`src/rtl/kitt_scan_pkg.sv`:
```
`default_nettype none
// ============================================================================
// Module   : kitt_scan_pkg
// Brief    : Shared encodings for the multi-channel KITT scanner
//            (scan mode and bounce direction).
// Revision : 1.0 - initial release
// ============================================================================
package kitt_scan_pkg;

    typedef enum logic [1:0] {
        MODE_BOUNCE = 2'd0,
        MODE_WRAP   = 2'd1,
        MODE_CENTRE = 2'd2,
        MODE_BLINK  = 2'd3
    } mode_t;

    typedef enum logic {
        DIR_UP   = 1'b0,
        DIR_DOWN = 1'b1
    } dir_t;

endpackage
`default_nettype wire

```
`src/rtl/kitt_trail_ch.sv`:
```
`default_nettype none
// ============================================================================
// Module   : kitt_trail_ch
// Brief    : One LED channel. Holds the fading trail level and compares it
//            against the shared PWM counter. With KITT_GAMMA_EN defined the
//            level is squared before the compare; a head channel always
//            compares at full brightness.
// Revision : 1.0 - initial release
// ============================================================================
module kitt_trail_ch #(
    parameter int PWM_BITS = 4
) (
    input  logic                clk,
    input  logic                rst,
    input  logic                i_tick,
    input  logic                i_clear,
    input  logic                i_head_nxt,
    input  logic                i_head_cur,
    input  logic [PWM_BITS-1:0] i_pwm_cnt,
    output logic                o_raw_pwm
);

    localparam logic [PWM_BITS-1:0] c_max_lvl = '1;

    logic [PWM_BITS-1:0] r_level;
    logic [PWM_BITS-1:0] w_cmp_lvl;

    // Trail level: a head reloads full brightness, a mode change wipes the
    // trail, otherwise the level halves on every scan step.
    always_ff @(posedge clk or posedge rst) begin
        if (rst) begin
            r_level <= '0;
        end else if (i_tick) begin
            if (i_head_nxt) begin
                r_level <= c_max_lvl;
            end else if (i_clear) begin
                r_level <= '0;
            end else begin
                r_level <= r_level >> 1;
            end
        end
    end

`ifdef KITT_GAMMA_EN
    logic [2*PWM_BITS-1:0] w_sq;
    assign w_sq      = r_level * r_level;
    assign w_cmp_lvl = i_head_cur ? c_max_lvl : w_sq[2*PWM_BITS-1:PWM_BITS];
`else
    // The current-head flag only matters for the gamma curve.
    logic w_unused_head;
    assign w_unused_head = i_head_cur;
    assign w_cmp_lvl     = r_level;
`endif

    assign o_raw_pwm = (w_cmp_lvl > i_pwm_cnt);

endmodule
`default_nettype wire

```
`src/rtl/kitt_scan_multi.sv`:
```
`default_nettype none
// ============================================================================
// Module   : kitt_scan_multi
// Brief    : Parametrised KITT scanner: prescaled tick, four scan patterns
//            (bounce, wrap, centre-out, blink) and a per-LED PWM fading
//            trail. Optional gamma-corrected trail: define KITT_GAMMA_EN.
// Revision : 1.0 - initial release
// ============================================================================
module kitt_scan_multi
    import kitt_scan_pkg::*;
#(
    parameter int N_LED    = 8,
    parameter int PWM_BITS = 4,
    parameter int BASE_DIV = 1000000,
    parameter int DIV_W    = 20
) (
    input  logic             clk,
    input  logic             rst,
    input  logic             ena,
    input  logic [1:0]       speed,
    input  logic [1:0]       mode,
    input  logic             oinv,
    input  logic             osel,
    output logic [N_LED-1:0] led_out,
    output logic [N_LED-1:0] pwm_out,
    output logic             tick_out
);

    localparam int                 c_pos_w     = $clog2(N_LED);
    localparam int                 c_half      = N_LED / 2;
    localparam logic [DIV_W-1:0]   c_base_div  = DIV_W'(BASE_DIV);
    localparam logic [c_pos_w-1:0] c_pos_last  = c_pos_w'(N_LED - 1);
    localparam logic [c_pos_w-1:0] c_pos_prev  = c_pos_w'(N_LED - 2);
    localparam logic [c_pos_w-1:0] c_half_last = c_pos_w'(c_half - 1);
    localparam logic [c_pos_w-1:0] c_half_pos  = c_pos_w'(c_half);

    logic [DIV_W-1:0]    r_cnt, w_cnt_nxt, w_period, w_last;
    logic [c_pos_w-1:0]  r_pos, w_pos_nxt;
    dir_t                r_dir, w_dir_nxt;
    mode_t               r_mode, w_mode_nxt, w_mode_in;
    logic                r_phase, w_phase_nxt;
    logic                w_tick, w_clear;
    logic [N_LED-1:0]    w_head_cur, w_head_nxt, w_raw_pwm;
    logic [PWM_BITS-1:0] r_pwm_cnt;

    // Head bitmap implied by a given scan state.
    function automatic logic [N_LED-1:0] f_heads(mode_t m, logic [c_pos_w-1:0] p, logic ph);
        logic [N_LED-1:0] h;
        h = '0;
        case (m)
            MODE_BOUNCE, MODE_WRAP: h[p] = 1'b1;
            MODE_CENTRE: begin
                h[c_half_last - p] = 1'b1;
                h[c_half_pos + p]  = 1'b1;
            end
            default: h = {N_LED{ph}};
        endcase
        return h;
    endfunction

    // A speed change can leave the count past the new terminal value, so
    // the compare is >= to fire on the very next cycle instead of wrapping.
    assign w_period  = c_base_div >> speed;
    assign w_last    = w_period - 1'b1;
    assign w_tick    = ena && (r_cnt >= w_last);
    assign w_mode_in = mode_t'(mode);

    // Next scan state: prescaler plus position/direction/phase stepping.
    always_comb begin
        w_cnt_nxt   = r_cnt + 1'b1;
        w_pos_nxt   = r_pos;
        w_dir_nxt   = r_dir;
        w_mode_nxt  = r_mode;
        w_phase_nxt = r_phase;
        w_clear     = 1'b0;
        if (!ena || w_tick) begin
            w_cnt_nxt = '0;
        end
        if (w_tick) begin
            if (w_mode_in != r_mode) begin
                w_mode_nxt  = w_mode_in;
                w_pos_nxt   = '0;
                w_dir_nxt   = DIR_UP;
                w_phase_nxt = 1'b0;
                w_clear     = 1'b1;
            end else begin
                case (r_mode)
                    MODE_BOUNCE: begin
                        if (r_dir == DIR_UP) begin
                            if (r_pos == c_pos_last) begin
                                w_dir_nxt = DIR_DOWN;
                                w_pos_nxt = c_pos_prev;
                            end else begin
                                w_pos_nxt = r_pos + 1'b1;
                            end
                        end else begin
                            if (r_pos == '0) begin
                                w_dir_nxt = DIR_UP;
                                w_pos_nxt = c_pos_w'(1);
                            end else begin
                                w_pos_nxt = r_pos - 1'b1;
                            end
                        end
                    end
                    MODE_WRAP:   w_pos_nxt = (r_pos == c_pos_last) ? '0 : r_pos + 1'b1;
                    MODE_CENTRE: w_pos_nxt = (r_pos == c_half_last) ? '0 : r_pos + 1'b1;
                    default:     w_phase_nxt = ~r_phase;
                endcase
            end
        end
        w_head_cur = f_heads(r_mode, r_pos, r_phase);
        w_head_nxt = f_heads(w_mode_nxt, w_pos_nxt, w_phase_nxt);
    end

    // Scan state register.
    always_ff @(posedge clk or posedge rst) begin
        if (rst) begin
            r_cnt   <= '0;
            r_pos   <= '0;
            r_dir   <= DIR_UP;
            r_mode  <= MODE_BOUNCE;
            r_phase <= 1'b0;
        end else begin
            r_cnt   <= w_cnt_nxt;
            r_pos   <= w_pos_nxt;
            r_dir   <= w_dir_nxt;
            r_mode  <= w_mode_nxt;
            r_phase <= w_phase_nxt;
        end
    end

    for (genvar gi = 0; gi < N_LED; gi++) begin : g_ch
        kitt_trail_ch #(
            .PWM_BITS (PWM_BITS)
        ) u_ch (
            .clk        (clk),
            .rst        (rst),
            .i_tick     (w_tick),
            .i_clear    (w_clear),
            .i_head_nxt (w_head_nxt[gi]),
            .i_head_cur (w_head_cur[gi]),
            .i_pwm_cnt  (r_pwm_cnt),
            .o_raw_pwm  (w_raw_pwm[gi])
        );
    end

    // Free-running PWM counter and registered output bank.
    always_ff @(posedge clk or posedge rst) begin
        if (rst) begin
            r_pwm_cnt <= '0;
            led_out   <= '0;
            pwm_out   <= '0;
            tick_out  <= 1'b0;
        end else begin
            r_pwm_cnt <= r_pwm_cnt + 1'b1;
            led_out   <= (osel ? w_raw_pwm : w_head_cur) ^ {N_LED{oinv}};
            pwm_out   <= w_raw_pwm ^ {N_LED{oinv}};
            tick_out  <= w_tick;
        end
    end

endmodule
`default_nettype wire

```
`config.mk`:
```
export PLATFORM = sky130hd
export DESIGN_NAME = kitt_scan_multi
export DESIGN_NICKNAME = d
export VERILOG_FILES = /design/src/rtl/kitt_scan_pkg.sv /design/src/rtl/kitt_trail_ch.sv /design/src/rtl/kitt_scan_multi.sv
export SDC_FILE = /design/constraint.sdc
export NUM_CORES = 1
export LEC_CHECK = 0
export ABC_AREA = 1
export CORE_UTILIZATION = 35
export CTS_CLUSTER_SIZE = 8
export DETAILED_ROUTE_END_ITERATION = 10
export GPL_ROUTABILITY_DRIVEN = 0
export PLACE_DENSITY = 0.51
export REMOVE_ABC_BUFFERS = 1
export SETUP_SLACK_MARGIN = 0.05
export SKIP_LAST_GASP = 1
export SYNTH_ARGS = -nofsm -noshare
export SYNTH_HDL_FRONTEND = slang
export SYNTH_SLANG_ARGS = --single-unit
```
`constraint.sdc`:
```
create_clock -name clk -period 3.4 [get_ports clk]
set_input_delay 0.51 -clock clk [delete_from_list [all_inputs] [get_ports clk]]
set_output_delay 0.51 -clock clk [all_outputs]
set_load 0.005 [all_outputs]
```
==> metrics.md, run 1 <==
| Metric | Value |
|---|---|
| DR vias/cell | 4.80 |
| Worst setup path endpoint | g_ch[1].u_ch.r_level[2] |
| # IOs | 26 |
| Seq cells post-synth | 80 |
| Core area | roughly 16,000 sq um |
| R2R depth | 19 |
| Post-synth EDFFs | 0 |
| Crit-path max cell delay | about 440 ps |
| Multi-input gate area | around 3200 sq um |
| Global route total overflow | 0 |
| First-pass GRT wire length | ~23 mm |
| Seq/Total Area, Yosys | 35.4% |
| R2r startpoint | r_pos[0] |
| Area leader, netlist | dfrtp_1 |
| Mapped cell area | roughly 5600 sq um |
| Syn avg cell area | between 8 and 9 sq um |
| Most common cell on crit path | nand2_1 |
| Total power | 2.32 mW |
| Sequential Area | ~2000 sq um |
| Arrival @ worst endpoint | 3320 ps |
| Main synth FF type | dfrtp_1 |
| LEAKAGE | between 3 and 4 nW |
| Slew margin rel. | between 40 and 50% |
| CTS Sinks | 80 |
| Setup Skew | about 8 ps |
| Hold slack | about 460 ps |
| Hpwl dp | slightly above 10 mm |
| Share of cells above drive strength 1 | a little under an eighth |
| Post-CTS Resized | 0 |
| WHS Path Cells | 1 |
| Startpoint Class | input port |
| Max-cap violation count | 0 |
| Synth-to-layout area growth | 15.3% |
| Die X | between 100 and 150 um |
| Total Nets Final | about 820 |
| Port bufs | 25 |
| Crit Path Class | in -> reg |
| Slowest CP cell | clkdlybuf4s50_1 |
| Synth Warn # | 0 |
| Cell Rows | 46 |
| Critical path cell sequence | clkdlybuf4s50_1 > inv_1 > ha_1 > inv_1 > ha_1 > nand2_1 > nor2_2 > and2_4 > nand3b_4 > nand3_4 > nand2_4 > buf_12 > nand2_1 > nand2_2 > nand2_1 > nand2_1 > nand3_2 > nand3_2 > nand2_2 > nand2_1 |
| Initial antenna violation count | 0 |
| CP Max Fanout | 9 |
| Critical path origin | speed[1] |
| FF-to-FF End | g_ch[1].u_ch.r_level[2] |
| Final worst path period share | 90.8% |
| HP Class | reg -> reg |
| Routed via count | approximately 4.6k |
| Overall routing resource usage | roughly 18% |
| Status | finished clean |
| Vias in the first global route | approximately 4.5k |
| Flop2flop setup slack | around 730 ps |
| Cts hold-fix bufs | 0 |
| Maximum achievable frequency | approximately 320 MHz |
| Routed wire per std cell | approximately 14 um |
| Critical path required time | between 3000 and 4000 ps |
| N_diodes | 0 |
| CTS tree | built |
| Latest clock arrival within the worst-skew pair | 350 ps |
| H-tree levels | 3 |
| Power per cell area | 356 nW/um^2 |
| Yosys top cell area share | between 30 and 40% |
| Mapped Cells | 706 |
| Sum Neg Setup Slack | 0 ps |
| Die area | approximately 17,000 sq um |
| # fillers | approximately 1.6k |
| Num CTS Buffers | 9 |
| Clk slew on worst S/H paths | roughly 60 ps |
| DR DRC count | 0 |
| Unrepaired setup endpoints after global routing | no |
| Synth area leaders | dfrtp_1, ha_1, nand2_1, inv_1, xor2_1 |
| Worst Setup End Kind | flop |
| Most frequent cells in the layout | nand2_1, dfrtp_1, inv_1 |
| Worst Max-Slew Pin Slew | around 750 ps |
| Post-CTS Setup Repair Bufs | 0 |
| WL final | 13.6 mm |
| Commonest non-fill, non-tap cell in the layout | nand2_1 |
| Detail Route Antenna Nets | 0 |
| Fin crit period | a little over 3000 ps |
| Largest net degree at the start of global routing | 33 |
| Clk root buf | clkbuf_16 |
| TritonRoute pass-1 iters | 5 |
| Setup violations, final | 0 |
| Max clock buf depth | 2 |
| Slew Viols, Final | 0 |
| Distinct cells, synth | 44 |
| DRT iter0 DRCs | about 250 |
| Starting Density | about 36% |
| Synth async-reset ratio | between 90% and 100% |
| Die Ht | around 130 um |
| Final count of hold timing violations | 0 |
| Maximum VDD drop | about 0.26 mV |
## registers in the layout, summed over array words and instances (netlist names)
| name | count |
|---|---|
| tick_out | 1 |
| pwm_out | 8 |
| r_pos | 3 |
| r_mode | 2 |
| r_cnt | 20 |
| led_out | 8 |
| r_pwm_cnt | 4 |
| r_dir | 1 |
| g_ch.u_ch.r_level | 32 |
| r_phase | 1 |
## worst max-delay path: cells and delay by family
family                   cells  cell delay (ps)
buffers and inverters        4              860
adder cells (fa/ha/maj)      2              490
AND/OR/NAND/NOR             14             1440
## Yosys cell counts (4+ instances only)
cell,number
nand3_1,37
nand2_2,15
nor3_1,10
xor2_1,22
inv_2,4
a32oi_1,4
nand3_2,8
xnor2_1,5
nand2_4,5
dfrtp_1,80
a21oi_1,27
ha_1,65
o211ai_1,5
nand4_1,11
nand2_1,195
clkbuf_1,7
nor2_1,42
inv_1,79
o21ai_0,38
nor3b_1,6
buf_2,5
## cell families (layout without fill, tap and decap cells)
kind of cell	after synthesis	after routing	share of synthesized area (%)
AO/OA/AOI/OAI	84	84	8.55
other	1	1	0.0664
XOR/XNOR	27	27	4.19
adder cells (fa/ha/maj)	65	65	14.4
AND/OR/NAND/NOR	346	346	29.7
buffers and inverters	103	146	7.64
flip-flops	80	80	35.4
## metrics by stage
| stage | instance area (sq um) | utilization [%] | cells | setup WS [ps] |
|---|---|---|---|---|
| after floorplan | 5540 | - | 689 | 77.2 |
| after global placement | 6230 | 39.4 | 949 | 21.4 |
| after detailed placement | 6230 | 39.4 | 949 | -35.4 |
| after CTS | 6520 | 41.2 | 965 | 326 |
| after global routing | 6520 | 41.2 | 965 | 91.1 |
| final | 6520 | 41.2 | 965 | 314 |
## report_power, final
part | internal (mW) | switching (mW) | leakage (nW)
Clock | 0.502 | 0.428 | 0.130
Sequential | 1.00 | 0.0304 | 1.05
Combinational | 0.161 | 0.195 | 2.27
Total | 1.67 | 0.654 | 3.45
## layout make-up
| class | instances | area share, % |
|---|---|---|
| Multi-Input combinational cell | 523 | 49.4 |
| Tap cell | 216 | 4.15 |
| Clock buffer | 9 | 3.46 |
| Timing Repair Buffer | 44 | 6.41 |
| Sequential cell | 80 | 30.7 |
| Clock inverter | 7 | 0.864 |
| Inverter | 86 | 5.03 |
## worst min path at each step
stage	from	to
3_5_place_dp	r_cnt[0]	r_cnt[0]
4_1_cts	r_cnt[0]	r_cnt[0]
5_1_grt	r_cnt[0]	r_cnt[0]
2_1_floorplan	r_cnt[0]	r_cnt[0]
3_3_place_gp	r_cnt[0]	r_cnt[0]
6_report	r_cnt[0]	r_cnt[0]
## metal layers
| layer | vias up | global-route usage, % | share of wire [%] |
|---|---|---|---|
| met5 | - | 0 | 0 |
| met4 | 0 | 6.09 | 1.5 |
| met3 | 17 | 2.52 | 3.5 |
| met2 | 73 | 28.8 | 46 |
| met1 | 2184 | 24.1 | 49 |
| li1 | 2360 | - | - |
No activity file was read; power rests on OpenSTA's default activity.
==> run 2, diff against run 1 <==
--- a/config.mk
+++ b/config.mk
@@ -6,11 +6,11 @@
 export NUM_CORES = 1
 export LEC_CHECK = 0
 export ABC_AREA = 1
-export CORE_UTILIZATION = 35
+export CORE_UTILIZATION = 45
 export CTS_CLUSTER_SIZE = 8
 export DETAILED_ROUTE_END_ITERATION = 10
 export GPL_ROUTABILITY_DRIVEN = 0
-export PLACE_DENSITY = 0.51
+export PLACE_DENSITY = 0.62
 export REMOVE_ABC_BUFFERS = 1
 export SETUP_SLACK_MARGIN = 0.05
 export SKIP_LAST_GASP = 1
==> run 2 against run 1 <==
Effect of this change:
- count of clock-buffer cells in the layout rose by 3
- routed wire length fell by 8.3%
- die area fell by 22%
- clock power rose by 3.1%
- critical path type unchanged
==> metrics.md, run 2 (same netlist as run 1, synthesis figures left out) <==
| Metric | Value |
|---|---|
| Status | finished clean |
| Total power | around 2.3 mW |
| CTS Sinks | 80 |
| Routed via count | about 4.6k |
| # IOs | 26 |
| Total Nets Final | 817 |
| Most frequent cells in the layout | nand2_1, dfrtp_1, inv_1 |
| CTS tree | built |
| H-tree levels | 3 |
| Max clock buf depth | 2 |
| Post-CTS Setup Repair Bufs | 0 |
| Slew Viols, Final | 0 |
| TritonRoute pass-1 iters | 5 |
| Sequential Area | 2000 sq um |
| Placed Area | 6170 sq um |
| HP Class | reg -> reg |
| Post-Place Setup Slack | -37.0 ps |
| N_diodes | 0 |
| Clk slew on worst S/H paths | 60 ps |
| Core area | roughly 12,000 sq um |
| Worst Setup End Kind | flop |
| DR vias/cell | between 5 and 6 |
| WL final | around 12 mm |
| Die X | 114 um |
| Startpoint Class | input port |
| Power per cell area | 363 nW/um^2 |
| Die area | between 10,000 and 15,000 sq um |
| Critical path required time | roughly 3600 ps |
| CP Max Fanout | 10 |
| LEAKAGE | approximately 3.4 nW |
| Synth-to-layout area growth | 14.4% |
| Clk root buf | clkbuf_16 |
| Setup Skew | roughly 4.4 ps |
| Unrepaired setup endpoints after global routing | no |
| Vias in the first global route | about 4.5k |
| Number of flip-flops in the largest register | 32 |
| # fillers | roughly 1.1k |
| Arrival @ worst endpoint | around 3300 ps |
| Largest regs | g_ch.u_ch.r_level (32), r_cnt (20) |
| Final count of hold timing violations | 0 |
| Commonest non-fill, non-tap cell in the layout | nand2_1 |
| Fin crit period | approximately 3100 ps |
| Routed wire per std cell | about 14 um |
| Hold slack | 475 ps |
| Starting Density | roughly 47% |
| First-pass GRT wire length | 21.6 mm |
| Global route total overflow | 0 |
| Multi-input gate area | 3220 sq um |
| Cts hold-fix bufs | 0 |
| Final worst path period share | 90.1% |
| Largest net degree at the start of global routing | 42 |
| Worst Max-Slew Pin Slew | around 720 ps |
| Cell Rows | 40 |
| Latest clock arrival within the worst-skew pair | approximately 340 ps |
| Num CTS Buffers | 9 |
| Top reg by flops | g_ch.u_ch.r_level |
| Port bufs | 25 |
| Initial antenna violation count | 0 |
| Crit Path Class | in -> reg |
| DR DRC count | 0 |
| Slew margin rel. | roughly 51% |
| DRT iter0 DRCs | 285 |
| Overall routing resource usage | a little over a fifth |
| Detail Route Antenna Nets | 0 |
| Post-CTS Resized | 0 |
| Maximum achievable frequency | 326 MHz |
| Share of cells above drive strength 1 | ~11% |
| Hpwl dp | about 9.5 mm |
| Maximum VDD drop | between 0.15 and 0.2 mV |
| Final WS setup | 335 ps |
| Die Ht | approximately 110 um |
| Setup violations, final | 0 |
| Final instance area | about 6500 sq um |
| Max-cap violation count | 0 |
| Sum Neg Setup Slack | 0 ps |
==> run 2: cell count changes in the layout (fill, tap and decap cells not counted), sizes merged <==
| cell | before | now |
|---|---|---|
| buf | 19 | 18 |
| inv | 85 | 83 |
| clkbuf | 9 | 12 |
| clkinvlp | 3 | 1 |
| bufinv | 0 | 1 |
| clkinv | 5 | 4 |
==> run 2: critical path: stages <==
cell	delay, ps
clkdlybuf4s50_1	480
buf_4	190
ha_1	170
nand2_1	60
a21oi_1	60
ha_1	270
nand2_1	60
nor2_2	120
and2_4	180
nand3b_4	90
nand3_4	120
nand2_8	90
buf_4	190
nand2_2	60
nand2_2	90
nand2_1	90
nand2_1	70
nand3_2	130
nand3_2	100
nand2_2	100
nand2_1	50
==> run 2: cell type report <==
type | count | area share (%)
clock inverters | 3 | 0.658
repair buffers | 43 | 6.35
multi-input cells | 523 | 49.9
clock buffers | 12 | 3.81
flip-flops and latches | 80 | 31.0
inverters | 86 | 5.07
well taps | 168 | 3.25
==> run 2: path summary, 6_finish.rpt <==
check / from / endpoint / slack, ps / depth (start not counted)
worst max-delay path: speed[1] / g_ch[2].u_ch.r_level[2] / 330 / 21
min in group asynchronous: rst / pwm_out[7] / 590 / 2
worst max register to register: r_pos[0] / g_ch[2].u_ch.r_level[2] / 700 / 18
max in group asynchronous: rst / g_ch[5].u_ch.r_level[0] / 2160 / 3
worst min register to register: r_cnt[0] / r_cnt[0] / 470 / 1
worst min-delay path: r_cnt[0] / r_cnt[0] / 470 / 1
==> run 2: per-layer routing <==
metal / global-route usage (%) / part of all wire [%]
met3: 4.30 / 3.9
met5: 0 / 0
met2: 33.2 / 45
met4: 7.36 / 1.5
met1: 29.4 / 50
==> run 2: power breakdown <==
group | leakage, nW | switching (mW) | internal (mW)
Clock | 0.139 | 0.375 | 0.584
Sequential | 1.05 | 0.0296 | 1.00
Combinational | 2.25 | 0.191 | 0.160
Total | 3.44 | 0.595 | 1.75
==> run 2: per-stage QoR <==
step,utilization (%),instances
3_5_place_dp,50.9,900
2_1_floorplan,-,689
5_1_grt,53.4,915
3_3_place_gp,50.9,900
4_1_cts,53.3,915
6_report,53.4,915
